`config.mk`:
```
export PLATFORM = sky130hd
export DESIGN_NAME = mem_request_sequencer
export DESIGN_NICKNAME = d
export VERILOG_FILES = /design/src/rtl/mem_request_sequencer.sv
export SDC_FILE = /design/constraint.sdc
export NUM_CORES = 1
export LEC_CHECK = 0
export CORE_UTILIZATION = 45
export CTS_CLUSTER_DIAMETER = 40
export DETAILED_ROUTE_END_ITERATION = 8
export PLACE_DENSITY = 0.74
export RECOVER_POWER = 50
export SETUP_SLACK_MARGIN = 0.4
export SYNTH_ARGS = -nofsm -noshare
export SYNTH_HDL_FRONTEND = slang
export SYNTH_SLANG_ARGS = --single-unit
```
`constraint.sdc`:
```
create_clock -name clk -period 2 [get_ports clk]
set_input_delay 0.4 -clock clk [delete_from_list [all_inputs] [get_ports clk]]
set_output_delay 0.4 -clock clk [all_outputs]
set_load 0.05 [all_outputs]
```
`src/rtl/mem_request_sequencer.sv`:
```
// Turns key/switch I/O requests into Avalon-MM single write, single read or
// zero-fill sweep transactions toward the SDRAM controller.
module mem_request_sequencer #(
    parameter int ADDR_W      = 25,
    parameter int DATA_W      = 16,
    parameter int CLEAR_WORDS = 33554432,
    parameter int RD_TIMEOUT  = 255
) (
    input  logic              clk,
    input  logic              rst,
    input  logic [1:0]        mode_in,
    input  logic              io_done,
    input  logic [ADDR_W-1:0] io_addr,
    input  logic [DATA_W-1:0] io_wdata,
    output logic              mem_done,
    output logic              done_pulse,
    output logic [DATA_W-1:0] read_data,
    output logic              rd_err,
    output logic [ADDR_W-1:0] avm_address,
    output logic              avm_write,
    output logic              avm_read,
    output logic [DATA_W-1:0] avm_writedata,
    input  logic              avm_waitrequest,
    input  logic [DATA_W-1:0] avm_readdata,
    input  logic              avm_readdatavalid
);

    localparam int TO_W = (RD_TIMEOUT > 1) ? $clog2(RD_TIMEOUT + 1) : 1;
    localparam logic [ADDR_W-1:0] LAST_WORD = ADDR_W'(CLEAR_WORDS - 1);
    localparam logic [TO_W-1:0]   TO_LIMIT  = TO_W'(RD_TIMEOUT);

    typedef enum logic [2:0] {
        IDLE,
        WRITE,
        READ_CMD,
        READ_WAIT,
        CLEAR,
        FINISH
    } state_t;

    state_t            state;
    logic              ioDoneQ;
    logic [ADDR_W-1:0] sweepCount;
    logic [TO_W-1:0]   waitCount;
    logic [TO_W-1:0]   waitNext;
    logic              start;

    assign start    = io_done & ~ioDoneQ;
    assign waitNext = waitCount + 1'b1;

    // NOTE: every register here, read_data included, is software-visible, so the
    // synchronous reset covers all of them; state updates use <= so each edge
    // sees only the previous cycle's values.
    always_ff @(posedge clk) begin
        if (rst) begin
            state         <= IDLE;
            ioDoneQ       <= 1'b0;
            sweepCount    <= '0;
            waitCount     <= '0;
            mem_done      <= 1'b1;
            done_pulse    <= 1'b0;
            read_data     <= '0;
            rd_err        <= 1'b0;
            avm_address   <= '0;
            avm_write     <= 1'b0;
            avm_read      <= 1'b0;
            avm_writedata <= '0;
        end else begin
            ioDoneQ    <= io_done;
            done_pulse <= 1'b0;

            case (state)
                IDLE: begin
                    // Request fields go straight into the command registers.
                    if (start) begin
                        case (mode_in)
                            2'b10: begin
                                state         <= WRITE;
                                mem_done      <= 1'b0;
                                avm_write     <= 1'b1;
                                avm_address   <= io_addr;
                                avm_writedata <= io_wdata;
                            end
                            2'b01: begin
                                state       <= READ_CMD;
                                mem_done    <= 1'b0;
                                avm_read    <= 1'b1;
                                avm_address <= io_addr;
                            end
                            2'b00: begin
                                state         <= CLEAR;
                                mem_done      <= 1'b0;
                                avm_write     <= 1'b1;
                                avm_address   <= '0;
                                avm_writedata <= '0;
                                sweepCount    <= '0;
                            end
                            default: ;
                        endcase
                    end
                end

                WRITE: begin
                    if (!avm_waitrequest) begin
                        avm_write  <= 1'b0;
                        done_pulse <= 1'b1;
                        state      <= FINISH;
                    end
                end

                READ_CMD: begin
                    if (!avm_waitrequest) begin
                        avm_read  <= 1'b0;
                        waitCount <= '0;
                        state     <= READ_WAIT;
                    end
                end

                READ_WAIT: begin
                    if (avm_readdatavalid) begin
                        read_data  <= avm_readdata;
                        rd_err     <= 1'b0;
                        done_pulse <= 1'b1;
                        state      <= FINISH;
                    end else begin
                        waitCount <= waitNext;
                        if (waitNext == TO_LIMIT) begin
                            rd_err     <= 1'b1;
                            done_pulse <= 1'b1;
                            state      <= FINISH;
                        end
                    end
                end

                CLEAR: begin
                    // Address advances only on acceptance, so stalls never skip a word.
                    if (!avm_waitrequest) begin
                        if (sweepCount == LAST_WORD) begin
                            avm_write  <= 1'b0;
                            sweepCount <= '0;
                            done_pulse <= 1'b1;
                            state      <= FINISH;
                        end else begin
                            sweepCount  <= sweepCount + 1'b1;
                            avm_address <= sweepCount + 1'b1;
                        end
                    end
                end

                FINISH: begin
                    mem_done <= 1'b1;
                    state    <= IDLE;
                end

                default: state <= IDLE;
            endcase
        end
    end

endmodule

```
==> Flow_metrics.wiki <==
{| class="wikitable"
! Metric !! Value
|-
| Skew-Pair Late Insertion Delay || 0.40 ns
|-
| Number of ports placed on the die boundary || 126
|-
| Critical Path Slowest Stage Cell || sky130_fd_sc_hd__dfxtp_4
|-
| Largest cells by area after synthesis || sky130_fd_sc_hd__dfxtp_1 40%, sky130_fd_sc_hd__nand2_1 7.3%, sky130_fd_sc_hd__a21oi_1 6.6%
|-
| Number of synthesized flops with an enable pin || 0
|-
| Fill cell instance count of the final layout || 513
|-
| Final Cycle Share || 107%
|-
| Headroom to the max-slew limit || 21.6%
|-
| Clock buffer count from CTS || 9
|-
| Cell-internal power || 3.72 mW
|-
| GR peak layer || met2
|-
| Combined area of all synthesized cells || 4930 um2
|-
| Critical path buffers and inverters || 3
|-
| Number of setup violations in the final report || 29
|-
| Met2 track demand over resource || a little over half
|-
| CP top delay family || compound AO/OA/AOI/OAI gates
|-
| Growth of design area from synthesis to finish || 80.6%
|-
| Switching pwr || roughly 2.3 mW
|-
| Fraction of layout instances using a drive strength above 1 || roughly 46%
|-
| Clock Root Buffer || sky130_fd_sc_hd__clkbuf_8
|-
| Result of the run || finished with violations
|-
| Number of instances in the synthesized netlist || 634
|-
| Final clock skew || ~0.014 ns
|-
| Largest net degree at the start of global routing || between 50 and 60
|-
| Detailed Place HPWL || 11400 um
|-
| Vias in the first global route || 5710
|-
| Die Width || 107 um
|-
| Highest-count cells in the layout ignoring fill and taps || 87 x sky130_fd_sc_hd__nand2_1, 86 x sky130_fd_sc_hd__buf_4, 75 x sky130_fd_sc_hd__dfxtp_1, 61 x sky130_fd_sc_hd__clkdlybuf4s15_2, 59 x sky130_fd_sc_hd__clkdlybuf4s50_1
|-
| Total routing usage reported by global routing || 32.1%
|-
| Vias || approximately 6600
|-
| Post-synthesis area per instance || 7.78 um2
|-
| Biggest cell delay along the critical path || 0.38 ns
|-
| Startpoint Class || flop
|-
| Minimum clock period || about 2.1 ns
|-
| Crit-path max FO || 6
|-
| Net count reported at finish || between 900 and 1000
|-
| Area of the placeable core || 10500 um2
|-
| Setup repair after global routing missed its margin || true
|-
| Power density cells || 678 nW/um2
|-
| Number of antenna violations at the first check in global routing || 0
|-
| Avg Vias per Cell || 6.53
|-
| Timing-limited maximum frequency || 0.466 GHz
|-
| Post-synth top flop || sky130_fd_sc_hd__dfxtp_1
|-
| CTS tree || built
|-
| Antenna-violating nets left || 0
|-
| Required time at the endpoint of the critical path || roughly 2.3 ns
|-
| Commonest non-fill, non-tap cell in the layout || sky130_fd_sc_hd__nand2_1
|-
| Critical Path AT || about 2.4 ns
|-
| Transition time at the pin with the least slew margin || 1.18 ns
|-
| Number of standard cells in the final layout excluding fillers || 1004
|-
| Met1 track demand over resource in global routing || roughly 40%
|-
| Clock network fraction of design power || a little under a quarter
|-
| Critical Path, Cell by Cell || or3b_4 > a221o_1 > a41oi_4 > buf_6 > buf_6 > buf_12 > nor2_2 > a311oi_1
|-
| Die Span Y || 107 um
|-
| Sequential power share || 36.6%
|-
| GRT Residual Overflow || 0
|-
| Switching fraction of total power || about 38%
|-
| Worst setup slack before clock tree synthesis || -0.471 ns
|-
| Worst path setup slack after routing || -0.145 ns
|-
| Multi-input gate area || 3730 um2
|-
| First-pass GRT wire length || 28900 um
|-
| Placed insts || slightly above 900
|-
| Ant. Diodes || 0
|-
| Top cell type's share of synthesized area || between 40% and 50%
|-
| Number of detailed-routing iterations run before antenna repair || 6
|-
| 1st-iter DRT viols || 800
|-
| Port Buf Inserts || 125
|-
| Sink Count || 99
|-
| Overall Power || between 6 and 7 mW
|-
| Std cell rows || 37
|-
| Source of the worst hold timing path || io_done
|-
| Starting Density || 47.2%
|-
| Number of distinct standard cells referenced by the synthesized netlist || between 60 and 70
|-
| Ys Warns || 0
|-
| Clock input transition at the sequential cells of the worst setup and hold paths || 0.12 ns
|-
| Number of remaining DRC errors || 0
|-
| Crit end category || flop
|-
| Class of the tightest hold or removal check || input pin to flop
|-
| Post-Syn Nets || around 710
|-
| Placer's final routability congestion estimate || 0.903
|-
| Critical path type || flop to flop
|-
| Async SR Flop Fraction || 0%
|-
| Pins over their slew limit || 0
|-
| Max cap viols || 0
|-
| Die Outline Area || 11400 um2
|-
| Reg-to-reg startpoint || state[2]$_SDFFE_PP0P_
|-
| Maximum buffer depth of the clock tree || 2
|-
| Area taken by flip-flops and latches || between 2000 and 2500 um2
|-
| Detailed-route wire length || 23400 um
|-
| Cell repeated most along the worst path || sky130_fd_sc_hd__buf_6
|-
| Library cell occupying the most area in the post-synthesis netlist || sky130_fd_sc_hd__dfxtp_1
|-
| Pleak || 3.30 nW
|-
| Post-Route Hold Slack || about 0.38 ns
|-
| Combinational power share || 39.8%
|-
| Proportion of synthesized chip area in sequential cells || 40.2%
|-
| Timing startpoint of the critical path || state[2]$_SDFFE_PP0P_
|-
| M3 GR Usage || 6.44%
|-
| Final Hold Fails || 0
|-
| Max IR drop VDD || roughly 0.50 mV
|-
| H-tree depth reported by CTS || 3
|-
| Number of synthesized register bits || 99
|-
| Avg WL per Cell || 23.3 um
|-
| Failing checks || negative setup slack
|}
cells by family after synthesis:
kind of cell | share of synthesized area [%]
simple gates | 26.1
compound gates | 23.5
flops | 40.2
buf+inv | 4.67
xor+xnor | 2.66
fa+ha+maj | 2.28
mux | 0.634
layer usage:
metal	wire length (um)	part of all wire (%)	vias to the layer above
li1	-	-	2748
met5	0	0	-
met2	11200	48	546
met4	1430	6.1	0
met1	8320	36	3080
met3	2470	11	178
synthesized netlist by cell type (all sizes together), types with 3 or more instances:
| cell type | number |
|---|---|
| dfxtp | 99 |
| nand2 | 96 |
| a21oi | 65 |
| nor2 | 53 |
| o21ai | 41 |
| nand3 | 33 |
| clkbuf | 32 |
| nor3 | 19 |
| a31oi | 17 |
| buf | 15 |
| a211oi | 10 |
| inv | 10 |
| ha | 9 |
| nand4 | 9 |
| or3 | 9 |
| xnor2 | 9 |
| and3 | 8 |
| nor4 | 8 |
| a22oi | 7 |
| o21a | 6 |
| xor2 | 6 |
| a41oi | 5 |
| and2 | 5 |
| nor2b | 5 |
| a211o | 4 |
| o311ai | 4 |
| or3b | 4 |
| nand2b | 3 |
| nor3b | 3 |
| o211a | 3 |
| or2 | 3 |
| or4 | 3 |
metrics by stage:
step                      TNS, ns  cell area [um2]  util (%)
after floorplan                 0             5210         -
after global placement     -17.81             6970      66.6
after detailed placement   -20.14             6970      66.6
after CTS                       0             8010      76.5
after global routing        -3.28             8910      85.2
final                       -2.17             8910      85.2
path summary, 6_finish.rpt:
check	endpoint	slack [ns]	cells past startpoint
setup / recovery	avm_address[8]$_SDFFE_PP0P_	-0.14	8
hold reg to reg	read_data[15]$_SDFFE_PP0P_	0.46	2
hold / removal	ioDoneQ$_SDFF_PP0_	0.38	2
setup reg to reg	avm_address[8]$_SDFFE_PP0P_	-0.14	8
timing repair:
item | in CTS | in global routing
hold buffers | 0 | 0
setup buffers | 27 | 24
pin swaps | 36 | 66
resized for setup | 289 | 160
gates cloned | 6 | 3
endpoints found under the setup margin | 156 | 95
registers in the layout, summed over array words and instances, names as in the netlist:
| name | cells |
|---|---|
| avm_write | 1 |
| rd_err | 1 |
| avm_read | 1 |
| sweepCount | 25 |
| waitCount | 8 |
| done_pulse | 1 |
| mem_done | 1 |
| read_data | 16 |
| avm_address | 25 |
| state | 3 |
| ioDoneQ | 1 |
| avm_writedata | 16 |
layout make-up:
type	instances	share of cell area [%]
Tap cell	136	1.91
Timing Repair Buffer	265	30.7
Sequential cell	99	22.8
Clock buffer	10	1.43
Clock inverter	6	0.871
Multi-Input combinational cell	478	41.9
Inverter	10	0.421
worst register-to-register path, cell delays in order (launching register included):
cell                       delay [ns]
sky130_fd_sc_hd__dfxtp_4         0.38
sky130_fd_sc_hd__or3b_4          0.38
sky130_fd_sc_hd__a221o_1         0.36
sky130_fd_sc_hd__a41oi_4         0.25
sky130_fd_sc_hd__buf_6           0.16
sky130_fd_sc_hd__buf_6           0.10
sky130_fd_sc_hd__buf_12          0.13
sky130_fd_sc_hd__nor2_2          0.04
sky130_fd_sc_hd__a311oi_1        0.23
power by group through the flow:
stage	Sequential [mW]	Clock (mW)	Combinational [mW]
after floorplan	2.63	0	0.642
after global placement	2.23	0	1.59
after detailed placement	2.24	0	1.62
after CTS	2.19	1.38	1.97
after global routing	2.22	1.50	2.47
final	2.21	1.42	2.40
No activity file was read; power rests on OpenSTA's default activity.
